**config.mk**
```make
export PLATFORM = sky130hd
export DESIGN_NAME = regfile_wr_arbiter_flat
export DESIGN_NICKNAME = d
export VERILOG_FILES = /design/src/rtl/riscv_rf_pkg.sv /design/src/rtl/regfile_wr_arbiter_if.sv /design/src/rtl/rf_wr_fifo.sv /design/src/rtl/regfile_wr_arbiter.sv /design/src/flat_wrapper.sv
export SDC_FILE = /design/constraint.sdc
export NUM_CORES = 1
export LEC_CHECK = 0
export ABC_AREA = 1
export BUFFER_PORTS_ARGS = -buffer_cell sky130_fd_sc_hd__clkbuf_2
export CELL_PAD_IN_SITES_DETAIL_PLACEMENT = 1
export CELL_PAD_IN_SITES_GLOBAL_PLACEMENT = 1
export CORE_ASPECT_RATIO = 1.4
export CORE_MARGIN = 3
export CORE_UTILIZATION = 45
export CTS_BUF_LIST = sky130_fd_sc_hd__clkbuf_2
export DETAILED_ROUTE_END_ITERATION = 8
export PLACE_DENSITY = 0.93
export SLEW_MARGIN = 20
export SYNTH_ARGS = -nofsm -noshare
export SYNTH_HDL_FRONTEND = slang
export SYNTH_SLANG_ARGS = --single-unit
```
**constraint.sdc**
```tcl
create_clock -name clk -period 6.7 [get_ports clk]
set_input_delay 1.005 -clock clk [delete_from_list [all_inputs] [get_ports clk]]
set_output_delay 1.005 -clock clk [all_outputs]
set_load 0.05 [all_outputs]
```
**src/rtl/riscv_rf_pkg.sv**
```systemverilog
// Shared constants and types for the integer register-file write path.
package riscv_rf_pkg;

  localparam int DATA_W   = 32;
  localparam int ADDR_W   = 5;
  localparam int NUM_REGS = 2 ** ADDR_W;

  // Which producer owns the write port in a given cycle.
  typedef enum logic [1:0] {
    SRC_NONE,
    SRC_WB,
    SRC_MC
  } wr_src_e;

  // One buffered multi-cycle result.
  typedef struct packed {
    logic [ADDR_W-1:0] rd;
    logic [DATA_W-1:0] data;
  } rf_entry_t;

endpackage

```
**src/rtl/regfile_wr_arbiter_if.sv**
```systemverilog
// Bundle of WB, multi-cycle, hazard-check and register-file write signals.
interface regfile_wr_arbiter_if #(
  parameter int DATA_W     = riscv_rf_pkg::DATA_W,
  parameter int ADDR_W     = riscv_rf_pkg::ADDR_W,
  parameter int FIFO_DEPTH = 2
);

  localparam int CNT_W = $clog2(FIFO_DEPTH) + 1;

  logic                   wb_regwrite;
  logic [ADDR_W-1:0]      wb_rd;
  logic [DATA_W-1:0]      wb_data;
  logic                   mc_valid;
  logic                   mc_ready;
  logic [ADDR_W-1:0]      mc_rd;
  logic [DATA_W-1:0]      mc_data;
  logic                   issue_valid;
  logic [ADDR_W-1:0]      issue_rd;
  logic [ADDR_W-1:0]      chk_rs1;
  logic [ADDR_W-1:0]      chk_rs2;
  logic [ADDR_W-1:0]      chk_rd;
  logic                   stall;
  logic                   rf_regwrite;
  logic [ADDR_W-1:0]      rf_rd;
  logic [DATA_W-1:0]      rf_write_data;
  logic [CNT_W-1:0]       fifo_count;
  logic [2**ADDR_W-1:0]   busy_mask;

  // Pipeline / execution-unit side.
  modport master (
    output wb_regwrite, wb_rd, wb_data,
    output mc_valid, mc_rd, mc_data,
    output issue_valid, issue_rd,
    output chk_rs1, chk_rs2, chk_rd,
    input  mc_ready, stall,
    input  rf_regwrite, rf_rd, rf_write_data,
    input  fifo_count, busy_mask
  );

  // Arbiter side.
  modport slave (
    input  wb_regwrite, wb_rd, wb_data,
    input  mc_valid, mc_rd, mc_data,
    input  issue_valid, issue_rd,
    input  chk_rs1, chk_rs2, chk_rd,
    output mc_ready, stall,
    output rf_regwrite, rf_rd, rf_write_data,
    output fifo_count, busy_mask
  );

endinterface

```
**src/rtl/rf_wr_fifo.sv**
```systemverilog
// Small synchronous FIFO for multi-cycle results; DEPTH must be a power of two.
module rf_wr_fifo #(
  parameter int DEPTH = 2,
  parameter int WIDTH = 8
) (
  input  logic                     clk,
  input  logic                     reset,
  input  logic                     push,
  input  logic                     pop,
  input  logic [WIDTH-1:0]         wdata,
  output logic [WIDTH-1:0]         rdata,
  output logic [$clog2(DEPTH):0]   count,
  output logic                     full,
  output logic                     empty
);

  localparam int PTR_W = $clog2(DEPTH);
  localparam int CNT_W = PTR_W + 1;

  logic [WIDTH-1:0] mem [DEPTH];
  logic [PTR_W-1:0] wr_ptr;
  logic [PTR_W-1:0] rd_ptr;
  logic             do_push;
  logic             do_pop;

  assign full    = (count == CNT_W'(DEPTH));
  assign empty   = (count == '0);
  assign do_push = push && !full;
  assign do_pop  = pop && !empty;
  assign rdata   = mem[rd_ptr];

  // Entry storage, written on push.
  // NOTE: the data array has no reset; occupancy is tracked by count, so stale entries are never read.
  always_ff @(posedge clk) begin
    if (do_push) begin
      mem[wr_ptr] <= wdata;
    end
  end

  // Pointers wrap naturally because DEPTH is a power of two; count tracks occupancy.
  // NOTE: sequential state uses non-blocking assignments so every flop samples pre-edge values.
  always_ff @(posedge clk or negedge reset) begin
    if (!reset) begin
      wr_ptr <= '0;
      rd_ptr <= '0;
      count  <= '0;
    end else begin
      if (do_push) wr_ptr <= wr_ptr + PTR_W'(1);
      if (do_pop)  rd_ptr <= rd_ptr + PTR_W'(1);
      case ({do_push, do_pop})
        2'b10:   count <= count + CNT_W'(1);
        2'b01:   count <= count - CNT_W'(1);
        default: count <= count;
      endcase
    end
  end

endmodule

```
**src/rtl/regfile_wr_arbiter.sv**
```systemverilog
// Register-file write-port arbiter: WB has fixed priority, multi-cycle results
// are buffered and drained in order, and a busy scoreboard drives decode stalls.
module regfile_wr_arbiter
  import riscv_rf_pkg::wr_src_e, riscv_rf_pkg::SRC_NONE, riscv_rf_pkg::SRC_WB, riscv_rf_pkg::SRC_MC;
#(
  parameter int DATA_W     = riscv_rf_pkg::DATA_W,
  parameter int ADDR_W     = riscv_rf_pkg::ADDR_W,
  parameter int FIFO_DEPTH = 2
) (
  input  logic                 clk,
  input  logic                 reset,
  regfile_wr_arbiter_if.slave  bus
);

  localparam int NUM_REGS = 2 ** ADDR_W;
  localparam int CNT_W    = $clog2(FIFO_DEPTH) + 1;

  typedef struct packed {
    logic [ADDR_W-1:0] rd;
    logic [DATA_W-1:0] data;
  } entry_t;

  entry_t              fifo_in;
  entry_t              fifo_head;
  logic                fifo_push;
  logic                fifo_pop;
  logic                fifo_full;
  logic                fifo_empty;
  logic [CNT_W-1:0]    fifo_count;

  logic                wb_sel;
  logic                mc_accept;
  logic                mc_keep;
  wr_src_e             src;
  logic [ADDR_W-1:0]   sel_rd;
  logic [DATA_W-1:0]   sel_data;

  logic                rf_regwrite_q;
  logic [ADDR_W-1:0]   rf_rd_q;
  logic [DATA_W-1:0]   rf_data_q;
  logic [NUM_REGS-1:0] busy;
  logic [NUM_REGS-1:0] busy_nxt;

  // Writes to x0 are dropped here, on both inputs.
  assign wb_sel    = bus.wb_regwrite && (bus.wb_rd != '0);
  assign mc_accept = bus.mc_valid && !fifo_full;
  assign mc_keep   = mc_accept && (bus.mc_rd != '0);
  assign fifo_in   = '{rd: bus.mc_rd, data: bus.mc_data};

  rf_wr_fifo #(
    .DEPTH (FIFO_DEPTH),
    .WIDTH ($bits(entry_t))
  ) u_fifo (
    .clk   (clk),
    .reset (reset),
    .push  (fifo_push),
    .pop   (fifo_pop),
    .wdata (fifo_in),
    .rdata (fifo_head),
    .count (fifo_count),
    .full  (fifo_full),
    .empty (fifo_empty)
  );

  // Choose the write-port owner: WB, else FIFO head, else bypass of a fresh result.
  // NOTE: every output gets a default first so no path through the block infers a latch.
  always_comb begin
    src       = SRC_NONE;
    sel_rd    = fifo_head.rd;
    sel_data  = fifo_head.data;
    fifo_pop  = 1'b0;
    fifo_push = mc_keep;
    if (wb_sel) begin
      src      = SRC_WB;
      sel_rd   = bus.wb_rd;
      sel_data = bus.wb_data;
    end else if (!fifo_empty) begin
      src      = SRC_MC;
      fifo_pop = 1'b1;
    end else if (mc_keep) begin
      src       = SRC_MC;
      sel_rd    = bus.mc_rd;
      sel_data  = bus.mc_data;
      fifo_push = 1'b0;
    end
  end

  // Registered write port; address and data hold when nothing is selected.
  always_ff @(posedge clk or negedge reset) begin
    if (!reset) begin
      rf_regwrite_q <= 1'b0;
      rf_rd_q       <= '0;
      rf_data_q     <= '0;
    end else begin
      rf_regwrite_q <= (src != SRC_NONE);
      if (src != SRC_NONE) begin
        rf_rd_q   <= sel_rd;
        rf_data_q <= sel_data;
      end
    end
  end

  // Scoreboard update: an MC write clears its register, a new issue sets one (set wins).
  always_comb begin
    busy_nxt = busy;
    if (src == SRC_MC) busy_nxt[sel_rd] = 1'b0;
    if (bus.issue_valid && (bus.issue_rd != '0)) busy_nxt[bus.issue_rd] = 1'b1;
    busy_nxt[0] = 1'b0;
  end

  // Scoreboard register.
  always_ff @(posedge clk or negedge reset) begin
    if (!reset) begin
      busy <= '0;
    end else begin
      busy <= busy_nxt;
    end
  end

  assign bus.mc_ready      = !fifo_full;
  assign bus.fifo_count    = fifo_count;
  assign bus.busy_mask     = busy;
  assign bus.rf_regwrite   = rf_regwrite_q;
  assign bus.rf_rd         = rf_rd_q;
  assign bus.rf_write_data = rf_data_q;
  assign bus.stall = (busy[bus.chk_rs1] && (bus.chk_rs1 != '0)) ||
                     (busy[bus.chk_rs2] && (bus.chk_rs2 != '0)) ||
                     (busy[bus.chk_rd]  && (bus.chk_rd  != '0));

endmodule

```
**src/flat_wrapper.sv**
```systemverilog
// flat-port wrapper written by rule: the top's interface ports become plain ports
module regfile_wr_arbiter_flat import riscv_rf_pkg::wr_src_e, riscv_rf_pkg::SRC_NONE, riscv_rf_pkg::SRC_WB, riscv_rf_pkg::SRC_MC;
#(
  parameter int DATA_W     = riscv_rf_pkg::DATA_W,
  parameter int ADDR_W     = riscv_rf_pkg::ADDR_W,
  parameter int FIFO_DEPTH = 2
)
  (clk, reset, bus_wb_regwrite, bus_wb_rd, bus_wb_data, bus_mc_valid, bus_mc_rd, bus_mc_data, bus_issue_valid, bus_issue_rd, bus_chk_rs1, bus_chk_rs2, bus_chk_rd, bus_mc_ready, bus_stall, bus_rf_regwrite, bus_rf_rd, bus_rf_write_data, bus_fifo_count, bus_busy_mask);
  regfile_wr_arbiter_if #(.DATA_W(DATA_W), .ADDR_W(ADDR_W), .FIFO_DEPTH(FIFO_DEPTH)) bus_i ();
  input  logic clk;
  input  logic reset;
  input wire logic [$bits(bus_i.wb_regwrite)-1:0] bus_wb_regwrite;
  input wire logic [$bits(bus_i.wb_rd)-1:0] bus_wb_rd;
  input wire logic [$bits(bus_i.wb_data)-1:0] bus_wb_data;
  input wire logic [$bits(bus_i.mc_valid)-1:0] bus_mc_valid;
  input wire logic [$bits(bus_i.mc_rd)-1:0] bus_mc_rd;
  input wire logic [$bits(bus_i.mc_data)-1:0] bus_mc_data;
  input wire logic [$bits(bus_i.issue_valid)-1:0] bus_issue_valid;
  input wire logic [$bits(bus_i.issue_rd)-1:0] bus_issue_rd;
  input wire logic [$bits(bus_i.chk_rs1)-1:0] bus_chk_rs1;
  input wire logic [$bits(bus_i.chk_rs2)-1:0] bus_chk_rs2;
  input wire logic [$bits(bus_i.chk_rd)-1:0] bus_chk_rd;
  output wire logic [$bits(bus_i.mc_ready)-1:0] bus_mc_ready;
  output wire logic [$bits(bus_i.stall)-1:0] bus_stall;
  output wire logic [$bits(bus_i.rf_regwrite)-1:0] bus_rf_regwrite;
  output wire logic [$bits(bus_i.rf_rd)-1:0] bus_rf_rd;
  output wire logic [$bits(bus_i.rf_write_data)-1:0] bus_rf_write_data;
  output wire logic [$bits(bus_i.fifo_count)-1:0] bus_fifo_count;
  output wire logic [$bits(bus_i.busy_mask)-1:0] bus_busy_mask;
  assign bus_i.wb_regwrite = bus_wb_regwrite;
  assign bus_i.wb_rd = bus_wb_rd;
  assign bus_i.wb_data = bus_wb_data;
  assign bus_i.mc_valid = bus_mc_valid;
  assign bus_i.mc_rd = bus_mc_rd;
  assign bus_i.mc_data = bus_mc_data;
  assign bus_i.issue_valid = bus_issue_valid;
  assign bus_i.issue_rd = bus_issue_rd;
  assign bus_i.chk_rs1 = bus_chk_rs1;
  assign bus_i.chk_rs2 = bus_chk_rs2;
  assign bus_i.chk_rd = bus_chk_rd;
  assign bus_mc_ready = bus_i.mc_ready;
  assign bus_stall = bus_i.stall;
  assign bus_rf_regwrite = bus_i.rf_regwrite;
  assign bus_rf_rd = bus_i.rf_rd;
  assign bus_rf_write_data = bus_i.rf_write_data;
  assign bus_fifo_count = bus_i.fifo_count;
  assign bus_busy_mask = bus_i.busy_mask;
  regfile_wr_arbiter #(.DATA_W(DATA_W), .ADDR_W(ADDR_W), .FIFO_DEPTH(FIFO_DEPTH)) u_core (.clk(clk), .reset(reset), .bus(bus_i));
endmodule
```
# Yosys cells after proc, flatten, opt, wreduce, memory -nomap -nowiden
# Memories as Yosys holds them, arrays and structs flattened.
# Index checks and enable logic that the tools add are counted.
# word_totals
reg_bits	73
mem_bits_rw	74
input_bits	99
output_inout_bits	74
elab_cells	78
mem_count	1
# classes
addsub	4
n_lt_le_gt_ge	7
eq_ne	4
mux	28
bitwise_logic	3
reduce_logical	24
# mem_list
name	depth	width	read_ports	rd_clocked_by_memory_dff	wr	line	text
u_core.u_fifo.mem	2	37	1	0	1	rf_wr_fifo.sv:20	logic [WIDTH-1:0] mem [DEPTH];
# op_table
operator	count
32-bit two-way mux	5
32-bit AND	1
32-bit inverter	1
32-bit OR	1
5-bit by 6-bit < comparator with 1-bit output, second input constant	5
5-bit nonzero test	6
1-bit binary-select mux with 5-bit select	3
5-bit two-way mux	3
1-bit logical AND	11
1-bit two-way mux	11
1-bit demux with 5-bit select	2
5-bit by 1-bit greater-or-equal comparator with 1-bit output, second input constant	2
2-bit equality test, second input constant	3
2-bit two-way mux	3
2-bit case mux with 2 select lines	1
2-bit nonzero test	2
1-bit adder, second input constant	2
2-bit by 1-bit adder with 2-bit output, second input constant	1
2-bit by 1-bit equality test with 1-bit output, second input constant	1
1-bit logical NOT	2
2-bit logical NOT	1
1-bit logical OR	2
2-bit by 1-bit subtractor with 2-bit output, second input constant	1

# Depth between registers and ports, before layout
# Gate-level depths: netlist of run 1.
# depth
word_depth	16
depth_mapped	13
mapped_depth_nobuf	12

# Modules after synthesis
# Synthesis of run 1 repeated with hierarchy kept, for this count alone.
# unflattened
cells_unflattened	920
hier_area_um2	7780.0
# by_module_without_submodules
module	n_inst	cells_per_inst	area_per_inst_um2	seq_area_each_um2
regfile_wr_arbiter	1	694	4840.9	1726.7
rf_wr_fifo	1	226	2939.1	2322.2

# Least setup slack after synthesis of run 1
# OpenSTA, ideal clock, no wires.
# synth_path
path_kind	in2reg
startpoint	in bus_wb_rd[3]
endpoint	mem u_core.u_fifo.mem[0][0] (netlist bit) (enable)
setup_time_ns	0.431
arrival_time_ns	3.297
required_ns	6.269
setup_slack_ns	2.972
path_stages	8
n_path_buf	2
cell_sequence	inv_1 > nand3_1 > nand2_1 > buf_2 > buf_2 > nand2_1 > nand3_1 > nor2_1
# synth_via
elab_chain_len	6
# synth_rtl
item	line	text
start: declaration	flat_wrapper.sv:13	input wire logic [$bits(bus_i.wb_rd)-1:0] bus_wb_rd;
5-bit nonzero test	regfile_wr_arbiter.sv:45	assign wb_sel = bus.wb_regwrite && (bus.wb_rd != '0);
1-bit logical AND	regfile_wr_arbiter.sv:45	
1-bit two-way mux	regfile_wr_arbiter.sv:73	if (wb_sel) begin
1-bit logical AND	rf_wr_fifo.sv:28	assign do_push = push && !full;
1-bit two-way mux	rf_wr_fifo.sv:35	if (do_push) begin
1-bit two-way mux (implied by the code)	rf_wr_fifo.sv:36	mem[wr_ptr] <= wdata;
end: declaration	rf_wr_fifo.sv:20	
# Every way passes these cells.

# Worst setup path in the final report of run 1
# layout_path
startpoint	in bus_chk_rd[0]
endpoint	out bus_stall
# layout_via
elab_chain_len	4
elab_cells_between_ends	5
classes_between	mux: 2; reduce/logical: 3
# layout_rtl
item	line	text
start: declaration	flat_wrapper.sv:22	input wire logic [$bits(bus_i.chk_rd)-1:0] bus_chk_rd;
1-bit binary-select mux with 5-bit select	regfile_wr_arbiter.sv:128	(busy[bus.chk_rd] && (bus.chk_rd != '0));
1-bit two-way mux (implied by the code)	regfile_wr_arbiter.sv:128	
1-bit logical AND (*)	regfile_wr_arbiter.sv:128	
1-bit logical OR (*)	regfile_wr_arbiter.sv:127	(busy[bus.chk_rs2] && (bus.chk_rs2 != '0)) ||
end: declaration	flat_wrapper.sv:24	output wire logic [$bits(bus_i.stall)-1:0] bus_stall;
# Mark *: on every way between the ends. The rest lies on a longest branch, timed or not. The select of a mux whose other input is x is not followed.

==> impl_metrics.yaml, run 1 <==
status:
  status: "completed"
clocking:
  cts_max_level: 4
  post_cts_buffers: 0
  clkSlewWorstSetupHoldPaths_ps: 300
  ctsHoldBuffers: 0
  cts.repair.resized: 0
  clock_sinks: 147
  cts_inserted_buffers: 17
  insertion_delay_ps: 750
  clock_path_buffers: 2
  cts_root_buffer: "clkbuf_2"
  cts_tree: "built"
floorplanning:
  die_w_um: 115
  ios: 173
  rows: 55
  initial_utilization: 0.462
  die_area_um2: 18300
  core_area_um2: 16300
  die_y_um: 159
routing:
  wl_per_cell_um: 20.4
  drtIter0Drc: 424
  avgViaCountPerCell: 5.74
  drc: 0
  wirelength_um: 25600
  drtPass1Iterations: 7
  vias: 7207
  antenna_left: 0
sta:
  setup_tns_ps: 0
  relSlewSlack: 0.289
  clock_skew_ps: 57.6
  period_needed_ps: 3580
  final-max-slew-violation-count: 0
  fmax_mhz: 279
  grt_setup_unrepaired: "false"
  worst_pin_slew_ps: 1060
  final.setup.worst_slack_ps: 3120
  finalHoldViolCount: 0
  setup_viol: 0
  min_period_over_period: 0.534
logic_synthesis:
  synth_top_area_frac: 0.295
  syn_area_um2: 7530
  synth_edf_count: 74
  ys_async_sr_fraction: 0.497
  synthFlopType: "edfxtp_1"
  synth.avg_cell_area_um2: 8.42
  ys_ff_latch: 147
  synthCells: 894
  yosys_warnings: 0
  ys_types: 38
  synth.largest_area_cell: "edfxtp_1"
  seq_area_frac_synth: 0.538
  syn_nets: 994
  synth_area_leaders: "edfxtp_1 30%, dfrtp_1 24%, nand2_1 17%, o21ai_0 6.7%, nand3_1 5.3%"
placement:
  routabilityCongestion: 0.879
  pre_cts_ws_ps: 3130
  dp.final_hpwl_um: 17900
  io_buffers: 171
grt:
  grt_overflow_total: 0
  first_global_vias: 7744
  grt_start_max_net_pins: 77
  track_usage: 0.283
  grt_pass1_wl_um: 40600
  antenna_found_initial: 1
layout:
  layout.cells.most_common: "nand2_1"
  drive_above_1_share: 0.231
  layout.nets: 1143
  syn2layout_area_growth_pct: 16.0
  final_cell_mix: "331 x nand2_1, 188 x clkbuf_2, 101 x o21ai_0"
critical_path:
  worstPathMaxFanout: 20
  worstPathRequired_ps: 5690
  cp-end-kind: "primary output"
  criticalPathCategory: "input pin to primary output"
  arrival_ps: 2570
  critPathLaunchType: "input pin"
min_path:
  holdCritPathClass: "input pin to async pin"
pwr:
  power_leakage_nw: 4.00
  p_per_area_nw_per_um2: 479
  ir_drop_mv: 0.312
flow_run:
  cap_viol_max_count: 0
==> worst max-delay path: stages <==
cell	delay, ps
clkbuf_2	310
inv_1	270
o21ai_0	230
nand3_1	90
nand2_1	70
a21oi_1	40
nand2_1	70
nand2_1	40
nand2_1	60
inv_1	40
nand3_1	70
clkbuf_2	280
==> area by class of cell <==
type                    instances  area, um^2
clock buffers                  18        90.1
diodes                          1        2.50
inverters                      52         195
well taps                     199         249
repair buffers                176         896
fillers                      2000        7580
flip-flops and latches        147        4050
clock inverters                14         143
multi-input cells             649        3110
==> synth_stat cells, types with 2 or more instances <==
master / instances
a21oi_1: 21
buf_1: 4
buf_2: 6
buf_4: 2
buf_6: 3
clkbuf_1: 31
dfrtp_1: 73
edfxtp_1: 74
inv_1: 50
inv_2: 2
nand2_1: 332
nand2_2: 6
nand3_1: 80
nand3_2: 3
nand3_4: 2
nand3b_1: 2
nand4_1: 8
nor2_1: 21
nor2_2: 5
nor2_4: 6
nor3_1: 10
o2111ai_1: 3
o211ai_1: 31
o21ai_0: 101
o21ai_2: 2
or2_2: 2
xor2_1: 3
==> state kept, by name, summed over array words and instances (netlist names) <==
name,count
u_core.bus.rf_regwrite,1
u_core.bus.rf_rd,5
u_core.u_fifo.wr_ptr,1
u_core.bus.busy_mask,31
u_core.u_fifo.rd_ptr,1
u_core.u_fifo.mem,74
u_core.bus.rf_write_data,32
u_core.u_fifo.count,2
==> worst paths after layout <==
path / start / to / slack (ps) / cells past startpoint
worst max register to register: u_core.u_fifo.rd_ptr / u_core.bus.rf_write_data[31] / 3710 / 8
max in group asynchronous: reset / u_core.bus.rf_rd[4] / 5630 / 1
worst min-delay path: reset / u_core.bus.rf_write_data[19] / 380 / 1
min in group clk: bus_mc_data[28] / u_core.u_fifo.mem[1][28] / 430 / 1
worst max-delay path: bus_chk_rd[0] / bus_stall / 3120 / 12
worst min register to register: u_core.bus.rf_write_data[1] / u_core.bus.rf_write_data[1] / 520 / 2
==> per-stage QoR <==
stage	power, mW	std cells	area [um^2]	hold WS [ps]	util
floorplan	3.02	894	7530	532	-
global placement	3.56	1223	8490	466	0.520
detailed placement	3.65	1223	8490	474	0.520
CTS	4.21	1255	8720	355	0.535
global route	4.44	1256	8730	375	0.535
finish	4.19	1256	8730	377	0.535
==> cells by family (layout without fill, tap and decap cells) <==
family,count (synthesis),after routing,synth area share
AND/OR/NAND/NOR,480,480,0.278
AO/OA/AOI/OAI,162,162,0.122
flip-flops,147,147,0.538
buffers and inverters,98,260,0.0538
XOR/XNOR,4,4,0.00465
adder cells (fa/ha/maj),1,1,0.00166
other,1,2,0.000498
multiplexers,1,1,0.00133
==> per-layer routing <==
layer  GRT usage  share of wire  up-vias
met2       0.517           0.55      286
met3      0.0510          0.051       81
met1       0.307           0.35     3535
met5           0              0        -
met4       0.138          0.046        0
li1            -              -     3305
==> where the power goes <==
| part | leakage, nW | switching [mW] | total (mW) | internal, mW |
|---|---|---|---|---|
| registers | 1.54 | 0.258 | 1.53 | 1.28 |
| logic | 2.33 | 1.65 | 2.13 | 0.485 |
| clock network | 0.129 | 0.375 | 0.521 | 0.146 |
No activity file was read; power rests on OpenSTA's default activity.
==> run 2, diff against run 1 <==
Settings changed: CORE_UTILIZATION 45 to 37, PLACE_DENSITY 0.93 to 0.82.
Clock period 6.7 ns to 3.1 ns, I/O delays scaled along.
==> run 2 against run 1 <==
Compared with the run above:
- sequential power grew 120%
- non-clock buffer count grew 65
- clock skew shrank 27 ps
- largest cell class unchanged
- die area grew 21%
- critical path depth shrank 1
- utilization shrank 5.8 points
- register-to-register slack lost 3000 ps
- cell area grew 8.8%
- setup slack lost 2700 ps
==> impl_metrics.yaml, run 2 (synthesis gave the netlist of run 1 again) <==
status:
  status: "completed"
layout:
  layout.cells.most_common: "nand2_1"
  postLayoutCellArea_um2: 9500
  layout.nets: 1208
  largest_reg_flops: 74
  drive_above_1_share: 0.219
  final_cell_mix: "331 x nand2_1, 187 x clkbuf_2, 101 x o21ai_0"
  final_util: 0.477
  syn2layout_area_growth_pct: 26.2
  largest_register: "u_core.u_fifo.mem"
sta:
  period_needed_ps: 2730
  setup_viol: 0
  grt_setup_unrepaired: "false"
  clock_skew_ps: 31.1
  min_period_over_period: 0.879
  relSlewSlack: 0.235
  finalHoldViolCount: 0
  setup_tns_ps: 0
  worst_pin_slew_ps: 1140
  final-max-slew-violation-count: 0
  fmax_mhz: 367
grt:
  grt_pass1_wl_um: 41400
  antenna_found_initial: 1
  first_global_vias: 7956
  use_met2: 0.426
  track_usage: 0.233
  grt_start_max_net_pins: 74
  grt_use_met3: 0.0388
  gr-usage-met1: 0.264
  busiest_layer: "met2"
  grt_overflow_total: 0
pwr:
  ir_drop_mv: 0.491
  power_switching_mw: 4.93
  p_total_mw: 9.24
  p_sw_frac: 0.534
  seqPwrFrac: 0.360
  p_per_area_nw_per_um2: 972
  power_leakage_nw: 4.32
  combPwrFrac: 0.505
  internal-power_mw: 4.31
  p_clk_frac: 0.134
critical_path:
  slowest_delay_ps: 480
  worstPathMaxFanout: 3
  cpMaxStageDelayCell: "dfrtp_1"
  worstPathRequired_ps: 2630
  r2r_slack_ps: 740
  path_cells: "inv_1 -> a21oi_1 -> o21ai_0 -> nand3_1 -> nand3_1 -> nand2_1 -> nand2_1 -> nand2_1 -> inv_1 -> nand3_1 -> clkbuf_2"
  cp-end-kind: "primary output"
  arrival_ps: 2260
  criticalPathCategory: "register to primary output"
  critPathLaunchType: "register"
placement:
  dp.final_hpwl_um: 17700
  dpl-instance-area_um2: 8630
  routabilityCongestion: 0.947
  io_buffers: 171
routing:
  drtIter0Drc: 440
  drtPass1Iterations: 5
  wl_per_cell_um: 18.7
  drc: 0
  avgViaCountPerCell: 5.37
  vias: 7374
  wirelength_um: 25700
  antenna_left: 0
floorplanning:
  rows: 61
  die_y_um: 175
  core_area_um2: 19900
  initial_utilization: 0.378
  ios: 173
  die_w_um: 127
  die_area_um2: 22100
clocking:
  cts_inserted_buffers: 17
  clock_sinks: 147
  cts_max_level: 4
  clock_path_buffers: 2
  clkSlewWorstSetupHoldPaths_ps: 250
  cts.repair.resized: 0
  ctsHoldBuffers: 59
  post_cts_buffers: 0
  insertion_delay_ps: 690
  cts_tree: "built"
  cts_root_buffer: "clkbuf_2"
flow_run:
  cap_viol_max_count: 0
min_path:
  holdCritPathClass: "input pin to register"
run 2: cell types whose count changed in the layout (fill, tap and decap cells not counted), moves of 2 or more:
cell / previous run / this run
clkinvlp_4: 5 / 1
buf_4: 6 / 8
nor3_1: 8 / 10
nor3_2: 2 / 0
inv_8: 2 / 5
dlygate4sd3_1: 0 / 60
buf_12: 0 / 3
run 2: final cells by class:
type / count / area, um^2
fill: 2435 / 10400
sequential: 147 / 4050
multi-input combinational: 649 / 3100
timing repair buffer: 241 / 1570
tap: 252 / 315
inverter: 52 / 195
clock inverter: 15 / 188
clock buffer: 17 / 85.1
antenna: 1 / 2.50
run 2: path summary, 6_finish.rpt:
kind                       cells past startpoint                          end                   startpoint
setup / recovery                              11                    bus_stall     u_core.bus.busy_mask[29]
hold / removal                                 3  u_core.bus.rf_write_data[5]               bus_wb_data[5]
setup reg to reg                              10      u_core.bus.busy_mask[5]       u_core.u_fifo.count[0]
hold reg to reg                                2  u_core.bus.rf_write_data[1]  u_core.bus.rf_write_data[1]
max in group asynchronous                      2      u_core.bus.busy_mask[5]                        reset
min in group asynchronous                      2  u_core.bus.rf_write_data[6]                        reset
run 2: layer usage:
| layer | part of all wire | up-vias |
|---|---|---|
| met3 | 0.051 | 77 |
| met5 | 0 | - |
| met2 | 0.54 | 262 |
| li1 | - | 3442 |
| met4 | 0.035 | 0 |
| met1 | 0.37 | 3593 |
run 2: critical path, delay by kind of cell, from the launching register on:
| kind | cells | cell delay (ps) |
|---|---|---|
| compound gates | 2 | 210 |
| buf+inv | 3 | 410 |
| flops | 1 | 480 |
| simple gates | 6 | 470 |
run 2: power by group through the flow:
| stage | Sequential (mW) | Clock [mW] | Combinational (mW) |
|---|---|---|---|
| after global placement | 3.33 | 0 | 4.44 |
| after CTS | 3.31 | 1.27 | 4.66 |
| after detailed placement | 3.36 | 0 | 4.58 |
| after global routing | 3.41 | 1.36 | 5.06 |
| after floorplan | 4.74 | 0 | 1.79 |
| final | 3.33 | 1.24 | 4.67 |
run 2: through the flow:
stage	worst slack, ps	hold WS [ps]	std cells
finish	375	89.7	1374
global route	108	15.9	1374
CTS	282	5.23	1372
detailed placement	643	465	1281
global placement	659	463	1281
floorplan	-183	169	894
